<file path="src/rtl/sync_fifo_ctrl_if.sv">
// Handshake and status bundle for the single-clock FIFO.
// The master side drives write/read requests, the slave side is the FIFO itself.
interface sync_fifo_ctrl_if #(
  parameter int DSIZE = 32,
  parameter int ASIZE = 4
);
  logic [DSIZE-1:0] wdata;
  logic             winc;
  logic             rinc;
  logic             clr_err;
  logic [DSIZE-1:0] rdata;
  logic             wfull;
  logic             rempty;
  logic             walmost_full;
  logic             ralmost_empty;
  logic [ASIZE:0]   count;
  logic             overflow;
  logic             underflow;

  modport master (
    output wdata, winc, rinc, clr_err,
    input  rdata, wfull, rempty, walmost_full, ralmost_empty, count, overflow, underflow
  );

  modport slave (
    input  wdata, winc, rinc, clr_err,
    output rdata, wfull, rempty, walmost_full, ralmost_empty, count, overflow, underflow
  );
endinterface

</file>
<file path="src/rtl/sync_fifo_ctrl.sv">
// Single-clock FIFO with occupancy count, almost-full/almost-empty thresholds,
// sticky overflow/underflow flags and a standard or first-word-fall-through read port.
module sync_fifo_ctrl #(
  parameter int DSIZE     = 32,
  parameter int ASIZE     = 4,
  parameter int AFULL_TH  = 14,
  parameter int AEMPTY_TH = 2,
  parameter int FWFT      = 0
) (
  input  logic             clk,
  input  logic             rst,
  sync_fifo_ctrl_if.slave  fifo_if
);

  localparam int DEPTH = 2 ** ASIZE;
  localparam logic [ASIZE:0] FULL_CNT = (ASIZE+1)'(DEPTH);
  localparam logic [ASIZE:0] AF_CNT   = (ASIZE+1)'(AFULL_TH);
  localparam logic [ASIZE:0] AE_CNT   = (ASIZE+1)'(AEMPTY_TH);

  logic [DSIZE-1:0] mem_q [DEPTH];
  logic [ASIZE-1:0] wptr_q, wptr_d;
  logic [ASIZE-1:0] rptr_q, rptr_d;
  logic [ASIZE:0]   count_q, count_d;
  logic             overflow_q, overflow_d;
  logic             underflow_q, underflow_d;

  logic wfull, rempty, wr_ok, rd_ok;

  // Flags decode the registered count only, so pointer wrap never affects them.
  assign wfull  = (count_q == FULL_CNT);
  assign rempty = (count_q == '0);
  assign rd_ok  = fifo_if.rinc & ~rempty;
  assign wr_ok  = fifo_if.winc & (~wfull | rd_ok);

  always_comb begin
    wptr_d      = wptr_q;
    rptr_d      = rptr_q;
    count_d     = count_q;
    overflow_d  = overflow_q;
    underflow_d = underflow_q;

    if (wr_ok) wptr_d = wptr_q + 1'b1;
    if (rd_ok) rptr_d = rptr_q + 1'b1;

    case ({wr_ok, rd_ok})
      2'b10:   count_d = count_q + 1'b1;
      2'b01:   count_d = count_q - 1'b1;
      default: count_d = count_q;
    endcase

    if (fifo_if.clr_err) begin
      overflow_d  = 1'b0;
      underflow_d = 1'b0;
    end else begin
      if (fifo_if.winc & ~wr_ok) overflow_d  = 1'b1;
      if (fifo_if.rinc & ~rd_ok) underflow_d = 1'b1;
    end
  end

  always_ff @(posedge clk or posedge rst) begin
    if (rst) begin
      wptr_q      <= '0;
      rptr_q      <= '0;
      count_q     <= '0;
      overflow_q  <= 1'b0;
      underflow_q <= 1'b0;
    end else begin
      wptr_q      <= wptr_d;
      rptr_q      <= rptr_d;
      count_q     <= count_d;
      overflow_q  <= overflow_d;
      underflow_q <= underflow_d;
    end
  end

  // Storage is intentionally left out of reset.
  always_ff @(posedge clk) begin
    if (wr_ok) mem_q[wptr_q] <= fifo_if.wdata;
  end

  generate
    if (FWFT != 0) begin : g_fwft
      assign fifo_if.rdata = rempty ? '0 : mem_q[rptr_q];
    end else begin : g_std
      logic [DSIZE-1:0] rdata_q;
      always_ff @(posedge clk or posedge rst) begin
        if (rst)        rdata_q <= '0;
        else if (rd_ok) rdata_q <= mem_q[rptr_q];
      end
      assign fifo_if.rdata = rdata_q;
    end
  endgenerate

  assign fifo_if.wfull         = wfull;
  assign fifo_if.rempty        = rempty;
  assign fifo_if.walmost_full  = (count_q >= AF_CNT);
  assign fifo_if.ralmost_empty = (count_q <= AE_CNT);
  assign fifo_if.count         = count_q;
  assign fifo_if.overflow      = overflow_q;
  assign fifo_if.underflow     = underflow_q;

endmodule

</file>
<file path="src/flat_wrapper.sv">
// flat-port wrapper written by rule: the top's interface ports become plain ports
module sync_fifo_ctrl_flat 
#(
  parameter int DSIZE     = 32,
  parameter int ASIZE     = 4,
  parameter int AFULL_TH  = 14,
  parameter int AEMPTY_TH = 2,
  parameter int FWFT      = 0
)
  (clk, rst, fifo_if_wdata, fifo_if_winc, fifo_if_rinc, fifo_if_clr_err, fifo_if_rdata, fifo_if_wfull, fifo_if_rempty, fifo_if_walmost_full, fifo_if_ralmost_empty, fifo_if_count, fifo_if_overflow, fifo_if_underflow);
  sync_fifo_ctrl_if #(.DSIZE(DSIZE), .ASIZE(ASIZE)) fifo_if_i ();
  input  logic clk;
  input  logic rst;
  input wire logic [$bits(fifo_if_i.wdata)-1:0] fifo_if_wdata;
  input wire logic [$bits(fifo_if_i.winc)-1:0] fifo_if_winc;
  input wire logic [$bits(fifo_if_i.rinc)-1:0] fifo_if_rinc;
  input wire logic [$bits(fifo_if_i.clr_err)-1:0] fifo_if_clr_err;
  output wire logic [$bits(fifo_if_i.rdata)-1:0] fifo_if_rdata;
  output wire logic [$bits(fifo_if_i.wfull)-1:0] fifo_if_wfull;
  output wire logic [$bits(fifo_if_i.rempty)-1:0] fifo_if_rempty;
  output wire logic [$bits(fifo_if_i.walmost_full)-1:0] fifo_if_walmost_full;
  output wire logic [$bits(fifo_if_i.ralmost_empty)-1:0] fifo_if_ralmost_empty;
  output wire logic [$bits(fifo_if_i.count)-1:0] fifo_if_count;
  output wire logic [$bits(fifo_if_i.overflow)-1:0] fifo_if_overflow;
  output wire logic [$bits(fifo_if_i.underflow)-1:0] fifo_if_underflow;
  assign fifo_if_i.wdata = fifo_if_wdata;
  assign fifo_if_i.winc = fifo_if_winc;
  assign fifo_if_i.rinc = fifo_if_rinc;
  assign fifo_if_i.clr_err = fifo_if_clr_err;
  assign fifo_if_rdata = fifo_if_i.rdata;
  assign fifo_if_wfull = fifo_if_i.wfull;
  assign fifo_if_rempty = fifo_if_i.rempty;
  assign fifo_if_walmost_full = fifo_if_i.walmost_full;
  assign fifo_if_ralmost_empty = fifo_if_i.ralmost_empty;
  assign fifo_if_count = fifo_if_i.count;
  assign fifo_if_overflow = fifo_if_i.overflow;
  assign fifo_if_underflow = fifo_if_i.underflow;
  sync_fifo_ctrl #(.DSIZE(DSIZE), .ASIZE(ASIZE), .AFULL_TH(AFULL_TH), .AEMPTY_TH(AEMPTY_TH), .FWFT(FWFT)) u_core (.clk(clk), .rst(rst), .fifo_if(fifo_if_i));
endmodule
</file>
<file path="config.mk">
export PLATFORM = sky130hd
export DESIGN_NAME = sync_fifo_ctrl_flat
export DESIGN_NICKNAME = d
export VERILOG_FILES = /design/src/rtl/sync_fifo_ctrl_if.sv /design/src/rtl/sync_fifo_ctrl.sv /design/src/flat_wrapper.sv
export SDC_FILE = /design/constraint.sdc
export NUM_CORES = 1
export LEC_CHECK = 0
export BUFFER_PORTS_ARGS = -buffer_cell sky130_fd_sc_hd__buf_2
export CORE_ASPECT_RATIO = 0.5
export CORE_UTILIZATION = 61
export DETAILED_ROUTE_END_ITERATION = 7
export PLACE_DENSITY = 0.87
export REMOVE_ABC_BUFFERS = 1
export SLEW_MARGIN = 10
export SYNTH_ARGS = -nofsm -noshare
export SYNTH_HDL_FRONTEND = slang
export SYNTH_SLANG_ARGS = --single-unit
</file>
<file path="constraint.sdc">
create_clock -name clk -period 3.54 [get_ports clk]
set_clock_uncertainty 0.1 [all_clocks]
set_input_delay 0.354 -clock clk [delete_from_list [all_inputs] [get_ports clk]]
set_output_delay 0.354 -clock clk [all_outputs]
set_load 0.02 [all_outputs]
</file>
==> run summary, run 1 <==
Die Y - 134 um
Tot Pwr - 19300 uW
Final nets - 1114
Min-delay worst type - input port to register
Cell Area, Synth - 0.0213 mm^2
Final Critical Period - 3.38 ns
DRT antenna net count - 0
Multi-input logic area - 0.00445 mm^2
Worst EP required - 3.88 ns
Setup tns final - 0 ns
IO Port Bufs - 79
Leakage power - 0.00786 uW
Final hold vios - 0
Critical Path Source Type - register
Placement Setup Slack - 0.175 ns
Register area - 0.0166 mm^2
GRT overflow - 0
Power share of the combinational group - 28.3%
Fill cell count - 1715
Clock latency on the worst-skew pair - 0.58 ns
Ant diodes - 0
Peak VDD IR - 0.482 mV
Post-CTS setup buffer count - 0
Initial antenna violation count - 0
Placer congestion estimate - 0.789
Global-route wire length before repair - 78.6 mm
Reg power frac - 45.6%
Psw - 6070 uW
Largest net degree at the start of global routing - 50
Die W - 266 um
Pins Over Slew Limit - 0
Core box area - 0.0337 mm^2
PnR worst setup slack - 0.157 ns
Clock root buffer master - clkbuf_16
Slew HR - 14.7%
Synth Warn # - 0
Gr usage total - 31.5%
Max FO, Critical Path - 7
Status - finished, final reports clean
Type of the worst setup path - register to register
Clk pwr share - 26.2%
DR pass1 iterations - 6
H-tree depth - 2
Vias - 11.2k
I/O pins - 80
F_max - 0.296 GHz
Max cap viols - 0
Crit. End Element - register
Switch share - 31.5%
Crit path DAT - 3.72 ns
Initial core utilization - 63.1%
Register bit total from synthesis - 559
Sink Count - 559
Vias in the first global route - 11.6k
# setup viols final - 0
DRC - 0
Most common cell after layout, fill and taps aside - edfxtp_1
Layout cells sized above 1 - 31.9%
1st-iter DRT viols - 1934
Die footprint - 0.0357 mm^2
Final period util - 95.6%
CTS tree - done
Yosys cell types - 40
Avg Inst Size Synth - 22.3 um^2
Reg clk slew, reported paths - 0.08 ns
Layout area overhead - 12.3%
Top FF cell, synth - edfxtp_1
Num CTS Buffers - 46
Post-Synthesis Cells - 953
Ys async rst share - 8.41%
Least-Margin Pin Slew - 1.28 ns
Commonest non-fill, non-tap cells in the layout - edfxtp_1 (512), mux4_2 (128), buf_2 (79)
Seq/Total Area, Yosys - 77.8%
Post-synth EDFFs - 512
Cell Rows - 47
Power per cell area - 807 mW/mm^2
Longest Clk Path Bufs - 3
HPWL Detailed - 26.8 mm
Vias/cell - 7.14
Drt wl/cell - 34.7 um
Routed WL - 54.4 mm
Cell internal pwr - 13200 uW
==> stage by stage <==
step / utilization (%) / instance area [um^2] / hold WS [ns] / cells
after global placement: 66.5 / 22400 / 0.372 / 1480
after CTS: 70.9 / 23900 / 0.0364 / 1567
after detailed placement: 66.5 / 22400 / 0.385 / 1480
after global routing: 70.9 / 23900 / 0.0452 / 1567
final: 70.9 / 23900 / 0.0522 / 1567
after floorplan: - / 21000 / 0.320 / 904
==> cells in the mapped netlist (all sizes together), types with 2 or more instances <==
cell type / number / share of area, %
mux2i: 27 / 1.3
mux4: 128 / 14
xnor2: 7 / 0.29
xor2: 2 / 0.082
o22ai: 38 / 1.1
clkbuf: 10 / 0.18
buf: 39 / 1.0
edfxtp: 512 / 72
dfrtp: 47 / 5.5
a21oi: 24 / 0.56
nand2: 25 / 0.48
nand2b: 3 / 0.10
nor3b: 2 / 0.071
o221ai: 13 / 0.54
o21ai: 4 / 0.094
nand4: 2 / 0.059
mux2: 19 / 1.0
inv: 10 / 0.19
nor2: 3 / 0.053
nor3: 2 / 0.10
and2: 16 / 0.47
ha: 9 / 0.53
==> repair_timing <==
| item | in CTS | in global routing |
|---|---|---|
| endpoints found under the hold margin | 32 | 0 |
| hold buffers | 4 | 0 |
| endpoints found under the setup margin | 0 | 1 |
| resized for setup | 0 | 1 |
==> layout make-up <==
cell class | count | share of cell area (%)
inverter | 10 | 0.168
tap | 465 | 2.44
clock buffer | 63 | 5.34
multi-input combinational | 335 | 18.6
timing repair buffer | 115 | 3.46
sequential | 559 | 69.3
clock inverter | 20 | 0.649
==> power groups by stage <==
| stage | clock [uW] | combinational, uW | sequential, uW |
|---|---|---|---|
| 2_1_floorplan | 0 | 3060 | 9230 |
| 3_3_place_gp | 0 | 4970 | 8750 |
| 3_5_place_dp | 0 | 5200 | 8830 |
| 4_1_cts | 5060 | 5410 | 8750 |
| 5_1_grt | 5290 | 5700 | 8820 |
| 6_report | 5040 | 5450 | 8780 |
==> worst max-delay path: stages (launching register included) <==
cell,delay [ns]
dfrtp_1,0.49
nor4_2,0.35
nand2_1,0.13
o21a_1,0.27
inv_1,0.17
ha_1,0.26
inv_1,0.10
fa_1,0.42
nor2b_1,0.14
o21ai_0,0.12
nand3_1,0.11
or3b_2,0.46
xnor2_1,0.14
==> state kept, by name (all words and copies together), names as in the netlist <==
signal,count
u_core.mem_q,512
u_core.fifo_if.rdata,32
u_core.fifo_if.count,5
u_core.rptr_q,4
u_core.wptr_q,4
u_core.fifo_if.overflow,1
u_core.fifo_if.underflow,1
==> path summary, 6_finish.rpt <==
check / cells past startpoint / startpoint / endpoint / slack [ns]
max: 12 / u_core.fifo_if.count[1] / u_core.fifo_if.count[4] / 0.16
min: 1 / fifo_if_wdata[20] / u_core.mem_q[1][20] / 0.05
max reg2reg: 12 / u_core.fifo_if.count[1] / u_core.fifo_if.count[4] / 0.16
min reg2reg: 2 / u_core.fifo_if.overflow / u_core.fifo_if.overflow / 0.40
max in group asynchronous: 4 / rst / u_core.fifo_if.count[3] / 1.96
min in group asynchronous: 3 / rst / u_core.fifo_if.rdata[13] / 0.50
==> per-layer routing <==
metal | global-route usage, % | part of all wire [%] | vias up
met3 | 8.08 | 12 | 206
met4 | 13.4 | 4.5 | 0
met1 | 41.9 | 35 | 5734
li1 | - | - | 4217
met5 | 0 | 0 | -
met2 | 50.5 | 48 | 1029
==> cell families after synthesis <==
group	synth area share, %
flip-flops	77.8
multiplexers	15.8
AO/OA/AOI/OAI	2.42
AND/OR/NAND/NOR	1.56
buffers and inverters	1.38
adder cells (fa/ha/maj)	0.624
XOR/XNOR	0.371
Power figures use the tool's default switching activity.
==> run 2, diff against run 1 <==
--- a/config.mk
+++ b/config.mk
@@ -9,6 +9,7 @@
 export CORE_ASPECT_RATIO = 0.5
 export CORE_UTILIZATION = 61
 export DETAILED_ROUTE_END_ITERATION = 7
+export HOLD_SLACK_MARGIN = 0.06
 export PLACE_DENSITY = 0.87
 export REMOVE_ABC_BUFFERS = 1
 export SLEW_MARGIN = 10
==> run 2 against run 1 <==
  * Maximum frequency up 0.62%
  * Highest routed layer unchanged
  * Power grew 0.19%
  * Combinational power up 0.7%
  * Critical path depth did not move
  * Worst setup slack better by 0.021 ns
  * Sequential power hardly changed
  * Non-clock buffer count rose by 26
  * Critical endpoint unchanged
  * Register-to-register slack improved by 0.02 ns
  * Sequential share of layout area decreased by 0.75 points
  * Largest cell class unchanged
==> run summary, run 2 (same netlist as run 1, synthesis figures left out) <==
Placement Setup Slack - 0.175 ns
Worst Reg-to-Reg Cells - 12
H-tree depth - 2
Type of the worst setup path - register to register
CTS tree - done
Initial core utilization - 63.1%
Num CTS Buffers - 46
Slew HR - 14.3%
Final hold slack - 0.0679 ns
Global-route wire length before repair - 79.4 mm
Final period util - 95.0%
Final hold vios - 0
Leakage power - 0.00797 uW
GRT overflow - 0
Die footprint - 0.0357 mm^2
F_max - 0.297 GHz
R2r startpoint - u_core.fifo_if.count[1]
Fill cell count - 1699
Critical Path Source Type - register
Placer congestion estimate - 0.789
Cell Rows - 47
Sink Count - 559
Power per cell area - 799 mW/mm^2
Vias - 11.3k
Final core utilization - 71.7%
IO Port Bufs - 79
Least-Margin Pin Slew - 1.29 ns
Status - finished, final reports clean
DRC - 0
Post-CTS setup buffer count - 0
# setup viols final - 0
Hold Path End - u_core.mem_q[0][26]
Final Critical Period - 3.36 ns
Min-delay worst type - input port to register
Die Y - 134 um
Max FO, Critical Path - 7
Vias/cell - 7.10
Reg clk slew, reported paths - 0.08 ns
1st-iter DRT viols - 1852
Most common cell after layout, fill and taps aside - edfxtp_1
Longest Clk Path Bufs - 3
HPWL Detailed - 26.8 mm
Worst EP required - 3.88 ns
Clock root buffer master - clkbuf_16
Largest Register - u_core.mem_q
Min-delay src - fifo_if_wdata[26]
Layout area overhead - 13.6%
Clock latency on the worst-skew pair - 0.57 ns
Peak VDD IR - 0.481 mV
Routed WL - 54.9 mm
R2R Path End - u_core.fifo_if.count[4]
Max cap viols - 0
Vias in the first global route - 11.8k
Layout cells sized above 1 - 31.3%
Commonest non-fill, non-tap cells in the layout - edfxtp_1 (512), mux4_2 (128), buf_2 (79)
FF-to-FF setup slack - 0.18 ns
DRT antenna net count - 0
Largest register FFs - 512
Final nets - 1140
Die W - 266 um
I/O pins - 80
DR pass1 iterations - 5
Drt wl/cell - 34.4 um
Gr usage total - 31.8%
Crit. End Element - register
RSZ-0062 raised after global routing - false
PnR worst setup slack - 0.178 ns
Crit path DAT - 3.70 ns
Pins Over Slew Limit - 0
Largest net degree at the start of global routing - 50
Worst hold path stage count - 1
Initial antenna violation count - 0
Setup tns final - 0 ns
Ant diodes - 0
Core box area - 0.0337 mm^2
-- run 2: worst max-delay path by stage --
stage	from	endpoint	slack, ns	cells after the start
finish	u_core.fifo_if.count[1]	u_core.fifo_if.count[4]	0.18	12
global route	u_core.fifo_if.count[1]	u_core.fifo_if.count[4]	0.02	12
CTS	u_core.fifo_if.count[1]	u_core.fifo_if.count[4]	0.17	12
detailed placement	u_core.fifo_if.count[1]	u_core.fifo_if.count[4]	0.18	12
global placement	u_core.fifo_if.count[1]	u_core.fifo_if.count[4]	0.37	12
floorplan	u_core.rptr_q[2]	u_core.fifo_if.rdata[12]	-2.76	4
-- run 2: through the flow --
step | cells | area (um^2) | total power (uW)
after floorplan | 904 | 21000 | 12300
after global placement | 1480 | 22400 | 13700
after detailed placement | 1480 | 22400 | 14000
after CTS | 1593 | 24100 | 19200
after global routing | 1593 | 24200 | 19900
final | 1593 | 24200 | 19300
-- run 2: worst max-delay path: stages (launching register included) --
cell	delay [ns]
dfrtp_1	0.49
nor4_2	0.35
nand2_1	0.13
o21a_1	0.27
inv_1	0.18
ha_2	0.25
inv_1	0.09
fa_1	0.41
nor2b_1	0.14
o21ai_0	0.13
nand3_1	0.11
or3b_2	0.46
xnor2_1	0.14
-- run 2: power breakdown --
part	switching [uW]	leakage [uW]	internal [uW]
sequential	700	0.00517	8080
combinational	3030	0.00209	2450
clock	2350	0.000706	2680
total	6090	0.00797	13200
-- run 2: area by class of cell --
type | instances | area, um^2 | area share (%)
Clock buffer | 63 | 1280 | 5.28
Clock inverter | 20 | 155 | 0.642
Inverter | 10 | 40.0 | 0.166
Multi-Input combinational cell | 335 | 4460 | 18.4
Sequential cell | 559 | 16600 | 68.6
Tap cell | 465 | 582 | 2.41
Timing Repair Buffer | 141 | 1090 | 4.50
-- run 2: repair_timing --
item | 4_1_cts | 5_1_grt
hold buffers | 30 | 0
resized for setup | 0 | 2
endpoints found under the setup margin | 0 | 1
hold endpoints to repair | 330 | 0
-- run 2: routing by layer --
layer | up-vias | GRT usage [%] | wire length [um]
li1 | 4262 | - | -
met1 | 5766 | 41.9 | 18500
met2 | 1091 | 51.0 | 26600
met3 | 195 | 8.92 | 7220
met4 | 0 | 13.4 | 2510
met5 | - | 0 | 0
